$ cat src/rtl/dac_spi_tx.sv
// rtl/dac_spi_tx.sv - toggle-handshake responder serializing 12-bit codes as 16-bit SPI mode-0 DAC frames
`timescale 1ns/1ps

module dac_spi_tx #(
    parameter int         CLK_DIV = 2,
    parameter logic [3:0] CONFIG  = 4'b0011
) (
    input  logic        clk,
    input  logic        reset,
    input  logic        data_req,
    input  logic [11:0] data,
    output logic        data_ack,
    output logic        busy,
    output logic        cs_n,
    output logic        sclk,
    output logic        mosi
);

    localparam int               DIV_W    = $clog2(CLK_DIV) + 1;
    localparam logic [DIV_W-1:0] DIV_LAST = DIV_W'(CLK_DIV - 1);

    typedef enum logic [1:0] {
        S_IDLE,
        S_SHIFT,
        S_GAP
    } state_t;

    state_t           r_state;
    logic             r_req_q;
    logic             r_pending;
    logic [15:0]      r_frame;
    logic [3:0]       r_bit;
    logic [DIV_W-1:0] r_div;
    logic             r_cs_n;
    logic             r_sclk;
    logic             r_mosi;
    logic             r_ack;
    logic             r_busy;

    state_t           w_state_nxt;
    logic             w_pending_nxt;
    logic [15:0]      w_frame_nxt;
    logic [3:0]       w_bit_nxt;
    logic [DIV_W-1:0] w_div_nxt;
    logic             w_cs_n_nxt;
    logic             w_sclk_nxt;
    logic             w_mosi_nxt;
    logic             w_ack_nxt;
    logic             w_busy_nxt;
    logic             w_edge;
    logic             w_div_tc;
    logic             w_start;

    assign w_edge   = data_req ^ r_req_q;
    assign w_div_tc = (r_div == DIV_LAST);

    always_comb begin
        w_state_nxt   = r_state;
        w_frame_nxt   = r_frame;
        w_bit_nxt     = r_bit;
        w_div_nxt     = r_div;
        w_cs_n_nxt    = r_cs_n;
        w_sclk_nxt    = r_sclk;
        w_mosi_nxt    = r_mosi;
        w_ack_nxt     = 1'b0;
        w_busy_nxt    = r_busy;
        w_start       = 1'b0;
        w_pending_nxt = r_pending;

        case (r_state)
            S_IDLE: begin
                if (w_edge || r_pending) begin
                    w_start = 1'b1;
                end
            end
            S_SHIFT: begin
                if (w_div_tc) begin
                    w_div_nxt  = '0;
                    w_sclk_nxt = ~r_sclk;
                    // Falling sclk: advance to the next bit or close the frame.
                    if (r_sclk) begin
                        if (r_bit == 4'd0) begin
                            w_cs_n_nxt  = 1'b1;
                            w_mosi_nxt  = 1'b0;
                            w_ack_nxt   = 1'b1;
                            w_state_nxt = S_GAP;
                        end else begin
                            w_bit_nxt  = r_bit - 4'd1;
                            w_mosi_nxt = r_frame[r_bit - 4'd1];
                        end
                    end
                end else begin
                    w_div_nxt = r_div + DIV_W'(1);
                end
            end
            S_GAP: begin
                if (w_div_tc) begin
                    w_div_nxt = '0;
                    if (w_edge || r_pending) begin
                        w_start = 1'b1;
                    end else begin
                        w_state_nxt = S_IDLE;
                        w_busy_nxt  = 1'b0;
                    end
                end else begin
                    w_div_nxt = r_div + DIV_W'(1);
                end
            end
            default: begin
                w_state_nxt = S_IDLE;
            end
        endcase

        // A start consumes the current edge and any collapsed pending request.
        if (w_start) begin
            w_frame_nxt   = {CONFIG, data};
            w_cs_n_nxt    = 1'b0;
            w_sclk_nxt    = 1'b0;
            w_mosi_nxt    = CONFIG[3];
            w_bit_nxt     = 4'd15;
            w_div_nxt     = '0;
            w_busy_nxt    = 1'b1;
            w_state_nxt   = S_SHIFT;
            w_pending_nxt = 1'b0;
        end else if (w_edge && (r_state != S_IDLE)) begin
            w_pending_nxt = 1'b1;
        end
    end

    always_ff @(posedge clk or posedge reset) begin
        if (reset) begin
            r_state   <= S_IDLE;
            r_req_q   <= 1'b0;
            r_pending <= 1'b0;
            r_frame   <= '0;
            r_bit     <= '0;
            r_div     <= '0;
            r_cs_n    <= 1'b1;
            r_sclk    <= 1'b0;
            r_mosi    <= 1'b0;
            r_ack     <= 1'b0;
            r_busy    <= 1'b0;
        end else begin
            r_state   <= w_state_nxt;
            r_req_q   <= data_req;
            r_pending <= w_pending_nxt;
            r_frame   <= w_frame_nxt;
            r_bit     <= w_bit_nxt;
            r_div     <= w_div_nxt;
            r_cs_n    <= w_cs_n_nxt;
            r_sclk    <= w_sclk_nxt;
            r_mosi    <= w_mosi_nxt;
            r_ack     <= w_ack_nxt;
            r_busy    <= w_busy_nxt;
        end
    end

    assign data_ack = r_ack;
    assign busy     = r_busy;
    assign cs_n     = r_cs_n;
    assign sclk     = r_sclk;
    assign mosi     = r_mosi;

endmodule
$ cat config.mk
export PLATFORM = sky130hd
export DESIGN_NAME = dac_spi_tx
export DESIGN_NICKNAME = d
export VERILOG_FILES = /design/src/rtl/dac_spi_tx.sv
export SDC_FILE = /design/constraint.sdc
export NUM_CORES = 1
export LEC_CHECK = 0
export ABC_AREA = 1
export BUFFER_PORTS_ARGS = -buffer_cell sky130_fd_sc_hd__buf_2
export CORE_ASPECT_RATIO = 0.8
export CORE_UTILIZATION = 60
export CTS_CLUSTER_DIAMETER = 100
export DETAILED_ROUTE_END_ITERATION = 8
export PLACE_DENSITY = 0.83
export SLEW_MARGIN = 0
export SYNTH_ARGS = -nofsm -noshare
export SYNTH_HDL_FRONTEND = slang
export SYNTH_SLANG_ARGS = --single-unit
$ cat constraint.sdc
create_clock -name clk -period 2.3 [get_ports clk]
set_input_delay 0 -clock clk [delete_from_list [all_inputs] [get_ports clk]]
set_output_delay 0 -clock clk [all_outputs]
set_load 0.01 [all_outputs]
==> summary.md <==
| Metric | Value |
|---|---|
| Fin util | between 70% and 80% |
| Clk Latency, worst-skew pair | roughly 0.34 ns |
| Final #Nets | about 240 |
| Via count | 1258 |
| Setup TNS | 0 ns |
| GRT Total Usage | 27.3% |
| Die width | approximately 56 um |
| RSZ-0062 raised after global routing | false |
| Clock Path Buffers | 2 |
| Die H | 45.4 um |
| Min-delay worst type | in2reg |
| Required time of the critical path | 2.56 ns |
| Max FO, Critical Path | 11 |
| Vias in the first global route | 1134 |
| Number of inserted diodes | 0 |
| PD cells | 1180 nW/um^2 |
| Grt peak-use layer | met2 |
| Fillcell total | ~150 |
| Antenna violations before repair | 0 |
| Pin count of the biggest net entering global routing | 29 |
| I/O pins | 20 |
| Period Utilization, post-route | 71.9% |
| Syn Std Cell Area | 1420 um^2 |
| WP data arrival | 1.91 ns |
| Outcome | finished, final reports clean |
| Clock power frac | 16.2% |
| Register share of total power | 38.3% |
| Register Area | 702 um^2 |
| Internal Power | 1.18 mW |
| Final Setup Violations | 0 |
| Vias per cell | 5.24 |
| Max cap viols | 0 |
| First-pass GRT wire length | 5090 um |
| Synth Instances | 180 |
| Met2 Resource Use GR | between 40% and 50% |
| WL final | 2980 um |
| Fmax | 605 MHz |
| Post-cts sizing count | 0 |
| CTS tree | yes |
| Grt met3 use | ~7.4% |
| Mean routed wirelength per cell | ~12 um |
| Critical Path Source Type | register |
| Post-DRT Antenna Nets | 0 |
| Leak | around 0.93 nW |
| Crit path cell chain | inv_2 > ha_1 > inv_1 > nand2_1 > nand2_1 > nor2_1 > nor2_1 > nand2_1 > nand3_1 > nand2_1 |
| Dpl hpwl | 2050 um |
| Initial Util | 64.4% |
| Slew Viols, Final | 0 |
| Root Buffer | clkbuf_4 |
| Comb pwr share | 45.5% |
| Crit-path most repeated cell | nand2_1 |
| Clock Sinks | 28 |
| PortBufs | 19 |
| First-pass DRT Iterations | 4 |
| TritonCTS Buffers | 3 |
| Syn nets | 199 |
| Hold Fails Final Rpt | 0 |
| Gp weighted congestion | 0.874 |
| Yosys Warn Count | 0 |
| CP endpoint kind | register |
| Slowest-stage cell, CP | dfrtp_1 |
| GRT overflow | 0 |
| Register bit total from synthesis | 28 |
| Multi-input logic area | 589 um^2 |
| DRC violations left | 0 |
| Worst vdd ir | 1.06 mV |
| Switching Share | a little over two fifths |
| Synth cell types | 23 |
| Syn avg cell area | just under 8 um^2 |
| Register area share after synthesis | 49.6% |
| 1st-iter DRT viols | 54 |
| Kind of critical path | reg2reg |
| Slew margin rel. | 33.1% |
| Worst Tran Pin Value | 1.00 ns |
| Fin crit period | about 1.7 ns |
| Die Footprint | 2560 um^2 |
| Layout cells sized above 1 | 16.7% |
| H-tree level count | 1 |
| Num rows | 15 |
| Final Skew | 0.00913 ns |
| GRT met1 Usage | 33.5% |
| Psw | 844 uW |
| Clk slew on worst S/H paths | 0.15 ns |
| Core Box Area | approximately 2200 um^2 |
| Area growth from synthesis to layout | 21.1% |
| Worst path max stage delay | 0.48 ns |
-- repair_timing --
item / CTS / global route
buffers inserted: 0 / 0
endpoints found under the hold margin: 40 / 0
hold buffers: 14 / 0
-- flip-flops by register name, summed over array words and instances (netlist names) --
register   count
data_ack       1
busy           1
sclk           1
r_state        2
r_frame       13
r_req_q        1
r_bit          4
r_div          2
r_pending      1
mosi           1
cs_n           1
-- metal layers --
| metal | wire (um) | vias to the layer above |
|---|---|---|
| met5 | 0 | - |
| met4 | 53 | 0 |
| met3 | 190 | 6 |
| met2 | 1420 | 57 |
| met1 | 1320 | 575 |
| li1 | - | 620 |
-- power groups by stage --
stage	registers [mW]	clock network [mW]	logic, mW
after floorplan	0.761	0	0.738
after global placement	0.775	0	0.834
after detailed placement	0.781	0	0.889
after CTS	0.771	0.325	0.911
after global routing	0.793	0.350	1.06
final	0.773	0.328	0.919
-- stage by stage --
step | cell area, um^2 | power, mW | hold WS [ns] | std cells | setup slack (ns)
final | 1710 | 2.02 | 0.308 | 240 | 0.646
after global routing | 1710 | 2.20 | 0.314 | 240 | 0.491
after CTS | 1710 | 2.01 | 0.316 | 240 | 0.658
after detailed placement | 1520 | 1.67 | 0.140 | 222 | 0.674
after global placement | 1520 | 1.61 | 0.138 | 222 | 0.757
after floorplan | 1420 | 1.50 | 0.0314 | 180 | 0.851
-- cells by family after synthesis --
logic type                 after synthesis  synth area share, %
buffers and inverters                   28                 8.75
and+or+nand+nor                        107                 32.3
DFF                                     28                 49.6
adders and majority gates                4                 3.54
AOI/OAI and AO/OA                       13                 5.83
-- placed cells by master, fill, tap and decap left out --
cell,synthesis,final
nand4_1,1,1
o21ai_0,5,5
o21bai_4,1,1
nand2_4,1,1
nor2_1,16,16
nand2_2,1,1
ha_1,4,4
inv_2,3,3
dlygate4sd3_1,0,14
or2_1,1,1
nand3_2,2,2
buf_2,1,19
o21ai_1,1,1
clkbuf_4,0,3
inv_4,1,1
nand3b_1,1,1
nand2_1,70,70
dfstp_2,1,1
bufinv_16,0,1
dfrtp_1,27,27
o21ai_2,1,1
buf_4,0,1
a21oi_1,5,5
inv_1,21,21
nand3_1,13,13
nor2_4,1,1
-- final cells by class --
class	instances	area share, %
timing repair buffer	34	14.2
clock inverter	1	1.75
multi-input combinational	124	34.4
tap	25	1.82
inverter	25	5.62
clock buffer	3	1.31
sequential	28	40.9
-- worst paths after layout --
path,from,to,slack (ns),cells past startpoint
max in group asynchronous,reset,cs_n,1.19,4
min in group asynchronous,reset,r_frame[5],0.42,3
setup / recovery,r_bit[0],mosi,0.65,10
setup reg to reg,r_bit[0],mosi,0.65,10
hold / removal,data_req,r_req_q,0.31,2
hold reg to reg,r_frame[12],r_frame[12],0.51,1
-- synth_stat cells --
master / number / area, um^2
nand2_1: 70 / 263
buf_2: 1 / 5.00
o21ai_2: 1 / 8.76
dfstp_2: 1 / 26.3
nand2_4: 1 / 11.3
nor2_1: 16 / 60.1
inv_4: 1 / 6.26
nand3b_1: 1 / 7.51
nand2_2: 1 / 6.26
or2_1: 1 / 6.26
inv_2: 3 / 11.3
ha_1: 4 / 50.1
a21oi_1: 5 / 25.0
dfrtp_1: 27 / 676
buf_6: 2 / 22.5
nand4_1: 1 / 6.26
nand3_2: 2 / 20.0
o21ai_1: 1 / 5.00
o21ai_0: 5 / 25.0
inv_1: 21 / 78.8
o21bai_4: 1 / 18.8
nor2_4: 1 / 11.3
nand3_1: 13 / 65.1
-- critical path, delay by kind of cell, from the launching register on --
kind / cells / cell delay, ns
fa+ha+maj: 1 / 0.27
simple gates: 7 / 0.59
buf+inv: 2 / 0.23
flops: 1 / 0.48
No activity file was read; power rests on OpenSTA's default activity.
